==> config.mk <==
export PLATFORM = sky130hd
export DESIGN_NAME = stopwatch_lap
export DESIGN_NICKNAME = d
export VERILOG_FILES = /design/src/rtl/stopwatch_lap.sv
export SDC_FILE = /design/constraint.sdc
export NUM_CORES = 1
export LEC_CHECK = 0
export ABC_AREA = 1
export CAP_MARGIN = 20
export CELL_PAD_IN_SITES_DETAIL_PLACEMENT = 1
export CELL_PAD_IN_SITES_GLOBAL_PLACEMENT = 2
export CORE_MARGIN = 2
export CORE_UTILIZATION = 38
export DETAILED_ROUTE_END_ITERATION = 16
export HOLD_SLACK_MARGIN = 0.03
export PLACE_DENSITY_LB_ADDON = 0.1
export RECOVER_POWER = 25
export SYNTH_ARGS = -nofsm -noshare
export SYNTH_HDL_FRONTEND = slang
export SYNTH_SLANG_ARGS = --single-unit
==> constraint.sdc <==
create_clock -name i_clk -period 3.68 [get_ports i_clk]
set_input_delay 0.736 -clock i_clk [delete_from_list [all_inputs] [get_ports i_clk]]
set_output_delay 0.736 -clock i_clk [all_outputs]
set_load 0.01 [all_outputs]
==> src/rtl/stopwatch_lap.sv <==
// Centisecond stopwatch with run/stop/clear control, configurable prescaler and hour range,
// wrap-or-saturate overflow, and a small FIFO of captured lap times.
module stopwatch_lap #(
  parameter int CLK_PER_TICK = 100000,
  parameter int HR_MAX       = 23,
  parameter int HR_W         = 5,
  parameter int NUM_LAPS     = 4,
  parameter bit SATURATE     = 1'b0
) (
  input  logic                             i_clk,
  input  logic                             i_rst,
  input  logic                             i_startstop,
  input  logic                             i_clear,
  input  logic                             i_lap,
  input  logic                             i_lap_pop,
  output logic [6:0]                       o_cs,
  output logic [5:0]                       o_sec,
  output logic [5:0]                       o_min,
  output logic [HR_W-1:0]                  o_hr,
  output logic                             o_running,
  output logic                             o_wrap,
  output logic                             o_lap_valid,
  output logic [HR_W+18:0]                 o_lap_time,
  output logic [$clog2(NUM_LAPS+1)-1:0]    o_lap_count,
  output logic                             o_lap_ovf
);

  localparam int TW = HR_W + 19;
  localparam int CW = $clog2(NUM_LAPS + 1);
  localparam int PW = $clog2(CLK_PER_TICK);
  localparam int AW = (NUM_LAPS > 1) ? $clog2(NUM_LAPS) : 1;

  localparam logic [0:0] ST_STOPPED = 1'b0;
  localparam logic [0:0] ST_RUNNING = 1'b1;

  localparam logic [PW-1:0]   PRESC_LAST = PW'(CLK_PER_TICK - 1);
  localparam logic [HR_W-1:0] HR_LAST    = HR_W'(HR_MAX);
  localparam logic [AW-1:0]   PTR_LAST   = AW'(NUM_LAPS - 1);
  localparam logic [CW-1:0]   CNT_FULL   = CW'(NUM_LAPS);

  logic [0:0]      state;
  logic [PW-1:0]   presc;
  logic [6:0]      cs_r;
  logic [5:0]      sec_r;
  logic [5:0]      min_r;
  logic [HR_W-1:0] hr_r;
  logic            wrap_r;
  logic [AW-1:0]   rd_ptr;
  logic [AW-1:0]   wr_ptr;
  logic [CW-1:0]   count;
  logic            ovf_r;
  logic [TW-1:0]   mem [NUM_LAPS];

  logic          running;
  logic          tick;
  logic          at_max;
  logic          push_req;
  logic          pop_ok;
  logic          fifo_full;
  logic          do_push;
  logic          lap_drop;
  logic [TW-1:0] now_time;
  logic [TW-1:0] next_time;

  // One-step carry chain; the caller never feeds it the maximum time.
  function automatic logic [TW-1:0] time_inc(input logic [TW-1:0] t);
    logic [HR_W-1:0] hr;
    logic [5:0]      mn;
    logic [5:0]      sc;
    logic [6:0]      c;
    {hr, mn, sc, c} = t;
    if (c != 7'd99) begin
      c = c + 7'd1;
    end else begin
      c = 7'd0;
      if (sc != 6'd59) begin
        sc = sc + 6'd1;
      end else begin
        sc = 6'd0;
        if (mn != 6'd59) begin
          mn = mn + 6'd1;
        end else begin
          mn = 6'd0;
          hr = hr + 1'b1;
        end
      end
    end
    return {hr, mn, sc, c};
  endfunction

  // Value taken by a tick at maximum time: hold in saturate mode, zero otherwise.
  function automatic logic [TW-1:0] sat_or_wrap(input logic [TW-1:0] t);
    return SATURATE ? t : '0;
  endfunction

  function automatic logic [AW-1:0] ptr_inc(input logic [AW-1:0] p);
    return (p == PTR_LAST) ? '0 : p + 1'b1;
  endfunction

  assign running   = (state == ST_RUNNING);
  assign tick      = running && (presc == PRESC_LAST);
  assign now_time  = {hr_r, min_r, sec_r, cs_r};
  assign at_max    = (hr_r == HR_LAST) && (min_r == 6'd59) && (sec_r == 6'd59) && (cs_r == 7'd99);
  assign next_time = at_max ? sat_or_wrap(now_time) : time_inc(now_time);

  // A pop frees the slot a same-cycle lap needs, so a full FIFO only drops without a pop.
  assign fifo_full = (count == CNT_FULL);
  assign push_req  = running && i_lap;
  assign pop_ok    = i_lap_pop && (count != '0);
  assign do_push   = push_req && (!fifo_full || pop_ok);
  assign lap_drop  = push_req && fifo_full && !pop_ok;

  always_ff @(posedge i_clk) begin
    if (i_rst) begin
      state  <= ST_STOPPED;
      presc  <= '0;
      cs_r   <= '0;
      sec_r  <= '0;
      min_r  <= '0;
      hr_r   <= '0;
      wrap_r <= 1'b0;
      rd_ptr <= '0;
      wr_ptr <= '0;
      count  <= '0;
      ovf_r  <= 1'b0;
    end else begin
      wrap_r <= tick && at_max;

      if (do_push) wr_ptr <= ptr_inc(wr_ptr);
      if (pop_ok)  rd_ptr <= ptr_inc(rd_ptr);
      if (do_push && !pop_ok)      count <= count + 1'b1;
      else if (!do_push && pop_ok) count <= count - 1'b1;
      if (lap_drop) ovf_r <= 1'b1;

      if (running) begin
        presc <= tick ? '0 : presc + 1'b1;
        if (tick) {hr_r, min_r, sec_r, cs_r} <= next_time;
        if (i_startstop || (tick && at_max && SATURATE)) state <= ST_STOPPED;
      end else begin
        // Clear overrides any same-cycle pop; a same-cycle start then runs from zero.
        if (i_clear) begin
          presc  <= '0;
          cs_r   <= '0;
          sec_r  <= '0;
          min_r  <= '0;
          hr_r   <= '0;
          rd_ptr <= '0;
          wr_ptr <= '0;
          count  <= '0;
          ovf_r  <= 1'b0;
        end
        if (i_startstop) state <= ST_RUNNING;
      end
    end
  end

  always_ff @(posedge i_clk) begin
    if (do_push) mem[wr_ptr] <= now_time;
  end

  assign o_cs        = cs_r;
  assign o_sec       = sec_r;
  assign o_min       = min_r;
  assign o_hr        = hr_r;
  assign o_running   = running;
  assign o_wrap      = wrap_r;
  assign o_lap_valid = (count != '0);
  assign o_lap_time  = o_lap_valid ? mem[rd_ptr] : '0;
  assign o_lap_count = count;
  assign o_lap_ovf   = ovf_r;

endmodule

==> results of run 1 <==
logic make-up after synthesis:
family	after synthesis	synth area share, %
flops	147	58.7
fa+ha+maj	13	2.45
buf+inv	83	5.16
xor+xnor	11	1.45
simple gates	338	21.8
compound gates	132	10.4
flip-flops by register name (all words and copies together) (netlist names):
signal       flops
mem             96
o_cs             7
o_hr             5
o_lap_count      3
o_lap_ovf        1
o_min            6
o_running        1
o_sec            6
o_wrap           1
presc           17
rd_ptr           2
wr_ptr           2
final timing paths:
check	endpoint	slack [ns]	cells after the start
worst max-delay path	o_lap_time[7]	0.31	6
worst min-delay path	o_lap_ovf$_SDFF_PP0_	0.47	2
worst max register to register	o_min[5]$_SDFFE_PP0P_	1.53	10
worst min register to register	o_lap_ovf$_SDFF_PP0_	0.47	2
where the power goes:
part           internal (mW)  switching [mW]  leakage, nW  total [mW]
clock network           1.06           0.676        0.277        1.74
registers               1.79          0.0392         1.31        1.82
logic                  0.139           0.228         1.31       0.367
total                   2.99           0.943         2.90        3.93
metal layers:
metal	track usage (%)	routed length, µm
met2	32.7	8540
met4	6.08	116
met5	0	0
met3	3.32	356
met1	26.3	8310
layout make-up:
class | count | area [µm²]
fill | 1963 | 9060
sequential | 147 | 3900
multi-input combinational | 494 | 2410
timing repair buffer | 74 | 718
clock buffer | 19 | 433
tap | 225 | 282
inverter | 57 | 214
clock inverter | 13 | 156
through the flow:
step	utilization (%)	hold slack [ns]
after floorplan	-	0.445
after global placement	43.8	0.458
after detailed placement	43.8	0.472
after CTS	47.3	0.481
after global routing	47.3	0.497
final	47.3	0.473
worst register-to-register path: stages, from the launching register on:
cell and delay (ns):
dfxtp_1 0.56, ha_1 0.33, nand3_1 0.12, nor2_2 0.25, nor2_1 0.11, nor2_1 0.15, nand3_2 0.18, nand2_1 0.13
inv_1 0.10, nand2_1 0.07, nand2_1 0.05
cell usage in the layout, fill, tap and decap left out, types with 2 or more instances in the layout:
master,synthesis,routed
a211oi_1,5,5
nor3_1,20,20
nand2_4,2,2
nand3_1,29,29
bufinv_16,0,3
nand2_1,105,105
clkinvlp_4,0,2
nor2_4,3,3
a31oi_1,2,2
inv_6,0,3
clkbuf_16,0,17
o211ai_1,2,2
clkbuf_1,19,2
a21oi_1,56,56
inv_1,47,47
xor2_1,8,8
edfxtp_1,96,96
nor2_1,160,156
xnor2_1,3,3
o21ai_0,60,60
clkinv_1,1,4
nor2_2,3,7
nand3_2,2,2
dfxtp_1,51,51
nand4_1,6,6
nor4_1,2,2
ha_1,13,13
buf_4,1,13
o21ai_1,3,3
inv_2,9,9
nand2_2,2,2
a21o_1,2,2
clkdlybuf4s50_1,0,60
==> impl_table.tex, run 1 <==
\begin{tabular}{lr}
\hline
Metric & Value \\
\hline
\multicolumn{2}{l}{\textbf{Synth}} \\
\quad Library cell with the largest summed area after synthesis & edfxtp\_1 \\
\quad Most instantiated cells after synthesis & 160 x nor2\_1, 105 x nand2\_1, 96 x edfxtp\_1, 60 x o21ai\_0, 56 x a21oi\_1 \\
\quad Mean instance size in the synthesized netlist & about 9.2 µm² \\
\quad Post-synth EDFFs & 96 \\
\quad Leading cell types by total area after synthesis & edfxtp\_1 43\%, dfxtp\_1 15\%, nor2\_1 9.0\% \\
\quad Yosys synthesis warning count & 0 \\
\quad Number of synthesized register bits & approximately 150 \\
\quad Synth unique cells & 38 \\
\quad Mapped Nets & 743 \\
\quad Share of async-settable or async-resettable flops after synthesis & 0\% \\
\quad Number of instances in the synthesized netlist & between 700 and 800 \\
\quad Synth Cell Area & $\sim$6600 µm² \\
\quad Top FF cell, synth & edfxtp\_1 \\
\quad Sequential-to-total area share from yosys stat & 58.7\% \\
\quad Most frequent cell after synthesis & nor2\_1 \\
\quad Share of Yosys cell area claimed by the top area cell type & 43.4\% \\
\multicolumn{2}{l}{\textbf{Drt}} \\
\quad Final wirelength & 17.3 mm \\
\quad Routed len/inst & 16.8 µm \\
\quad Antenna viol nets, final & 0 \\
\quad First DRT Iteration DRCs & 285 \\
\quad Number of vias after detailed routing & 5197 \\
\quad Average via count per standard cell & 5.05 \\
\quad Remaining design rule violation count & 0 \\
\quad Number of detailed-route iterations in the first pass & 4 \\
\multicolumn{2}{l}{\textbf{Worst setup path}} \\
\quad CP Data Required Time & $\sim$2.9 ns \\
\quad Crit end category & output port \\
\quad Critical path cell sequence & inv\_1 -> ha\_1 -> nand2\_1 -> inv\_1 -> a21oi\_1 -> clkdlybuf4s50\_1 \\
\quad Maximum fanout along the worst path & 24 \\
\quad Crit-path most repeated cell & inv\_1 \\
\quad Arrival time reported for the critical path endpoint & $\sim$2.6 ns \\
\quad Critical Path Max Stage Delay & 0.60 ns \\
\quad Slowest stage cell, crit path & clkdlybuf4s50\_1 \\
\quad Launching instance or port of the critical path & o\_lap\_count[0]\$\_SDFF\_PP0\_ \\
\quad Buffering stage count on the worst path with inverters included & 3 \\
\quad Top cell family by delay on the critical path & buffers and inverters \\
\quad RR Startpoint & o\_sec[0]\$\_SDFFE\_PP0P\_ \\
\quad Startpoint-to-endpoint class of the critical path & reg2out \\
\quad Startpoint type of the worst setup path & register \\
\multicolumn{2}{l}{\textbf{Power}} \\
\quad Total power after layout & 3.93 mW \\
\quad Largest vdd supply drop & approximately 0.00031 V \\
\quad Leakage power & 2.90 nW \\
\quad Pwr per Cell Area & 484 nW/µm² \\
\multicolumn{2}{l}{\textbf{Placed design}} \\
\quad Buffers on Ports & 60 \\
\quad Worst slack at placement & 0.709 ns \\
\quad Post-placement cell count & 997 \\
\quad Gpl congestion & 0.770 \\
\quad Cell Area, Placed & 7530 µm² \\
\quad DPL Wire Length & 11.5 mm \\
\multicolumn{2}{l}{\textbf{Clocking}} \\
\quad Cts bufs inserted & 17 \\
\quad Clk\_lat worst skew & approximately 0.42 ns \\
\quad Clock transition time at the flip-flop clock pins of the worst setup and hold paths & 0.06 ns \\
\quad H-tree Lvls & 4 \\
\quad Postcts setup bufs & 0 \\
\quad Number of hold-repair buffers added at the cts stage & 0 \\
\quad Total clock sinks & about 150 \\
\quad Clock tree from TritonCTS & built \\
\quad Cts repair resizes & 0 \\
\quad Maximum count of clock buffers along a single path & 2 \\
\quad Master cell of the clock root buffer & clkbuf\_16 \\
\multicolumn{2}{l}{\textbf{Cells and area}} \\
\quad Final instance count without filler cells & between 1000 and 1500 \\
\quad Diode insertion count for antenna repair & 0 \\
\quad Layout cell share with drive strength beyond 1 & 8.71\% \\
\quad Final \#Nets & 810 \\
\quad Design Area, Final & 8120 µm² \\
\quad Relative area change from synthesis to final layout & 22.1\% \\
\multicolumn{2}{l}{\textbf{GRT}} \\
\quad First-pass GRT wire length & 28.2 mm \\
\quad Number of antenna violations at the first check in global routing & 0 \\
\quad Total congestion overflow & 0 \\
\quad Number of global-route vias before repair & 5338 \\
\quad Total GRT Usage & 19.7\% \\
\quad Largest net degree at the start of global routing & 26 \\
\multicolumn{2}{l}{\textbf{Floorplanning}} \\
\quad Height of the die & around 140 µm \\
\quad Ports placed on the boundary & 61 \\
\quad Width of the die & 136 µm \\
\quad Initial Util & between 30\% and 40\% \\
\quad Core footprint & 17200 µm² \\
\quad Area of the die & $\sim$19000 µm² \\
\quad Std cell rows & 48 \\
\multicolumn{2}{l}{\textbf{Job}} \\
\quad Number of violations of the max-capacitance limit & 0 \\
\multicolumn{2}{l}{\textbf{STA}} \\
\quad Count of final max-slew check failures & 0 \\
\quad Worst Skew & 0.0111 ns \\
\quad Final number of setup-violating endpoints & 0 \\
\quad Final worst path period share & 91.5\% \\
\quad RSZ-0062 raised after global routing & no \\
\quad Final number of hold-violating endpoints & 0 \\
\quad Achievable frequency & 297 MHz \\
\quad Final Worst Setup Slack & $\sim$0.31 ns \\
\quad Setup\_tns & 0 ns \\
\quad Headroom to the max-slew limit & 38.0\% \\
\quad Slew at the pin with the worst max-slew slack & between 0.9 and 1 ns \\
\quad Fin crit period & 3.37 ns \\
\multicolumn{2}{l}{\textbf{Worst hold path}} \\
\quad Hold WC Path Type & reg2reg \\
\quad Origin of the worst min-delay path & o\_lap\_ovf\$\_SDFF\_PP0\_ \\
\multicolumn{2}{l}{\textbf{Run status}} \\
\quad Outcome & finished, final reports clean \\
\hline
\end{tabular}
Note: power is estimated with default switching activity, not from simulation.
==> inputs of run 2 (changes only) <==
--- a/config.mk
+++ b/config.mk
@@ -12,6 +12,7 @@
 export CORE_MARGIN = 2
 export CORE_UTILIZATION = 38
 export DETAILED_ROUTE_END_ITERATION = 16
+export GPL_TIMING_DRIVEN = 1
 export HOLD_SLACK_MARGIN = 0.03
 export PLACE_DENSITY_LB_ADDON = 0.1
 export RECOVER_POWER = 25
==> results of run 2 <==
Final layout, timing and power as in run 1 (identical DEF).
==> inputs of run 3 (changes only) <==
--- a/config.mk
+++ b/config.mk
@@ -12,6 +12,7 @@
 export CORE_MARGIN = 2
 export CORE_UTILIZATION = 38
 export DETAILED_ROUTE_END_ITERATION = 16
+export GPL_ROUTABILITY_DRIVEN = 0
 export GPL_TIMING_DRIVEN = 1
 export HOLD_SLACK_MARGIN = 0.03
 export PLACE_DENSITY_LB_ADDON = 0.1
==> results of run 3 <==
Final layout, timing and power as in run 1 (identical DEF).
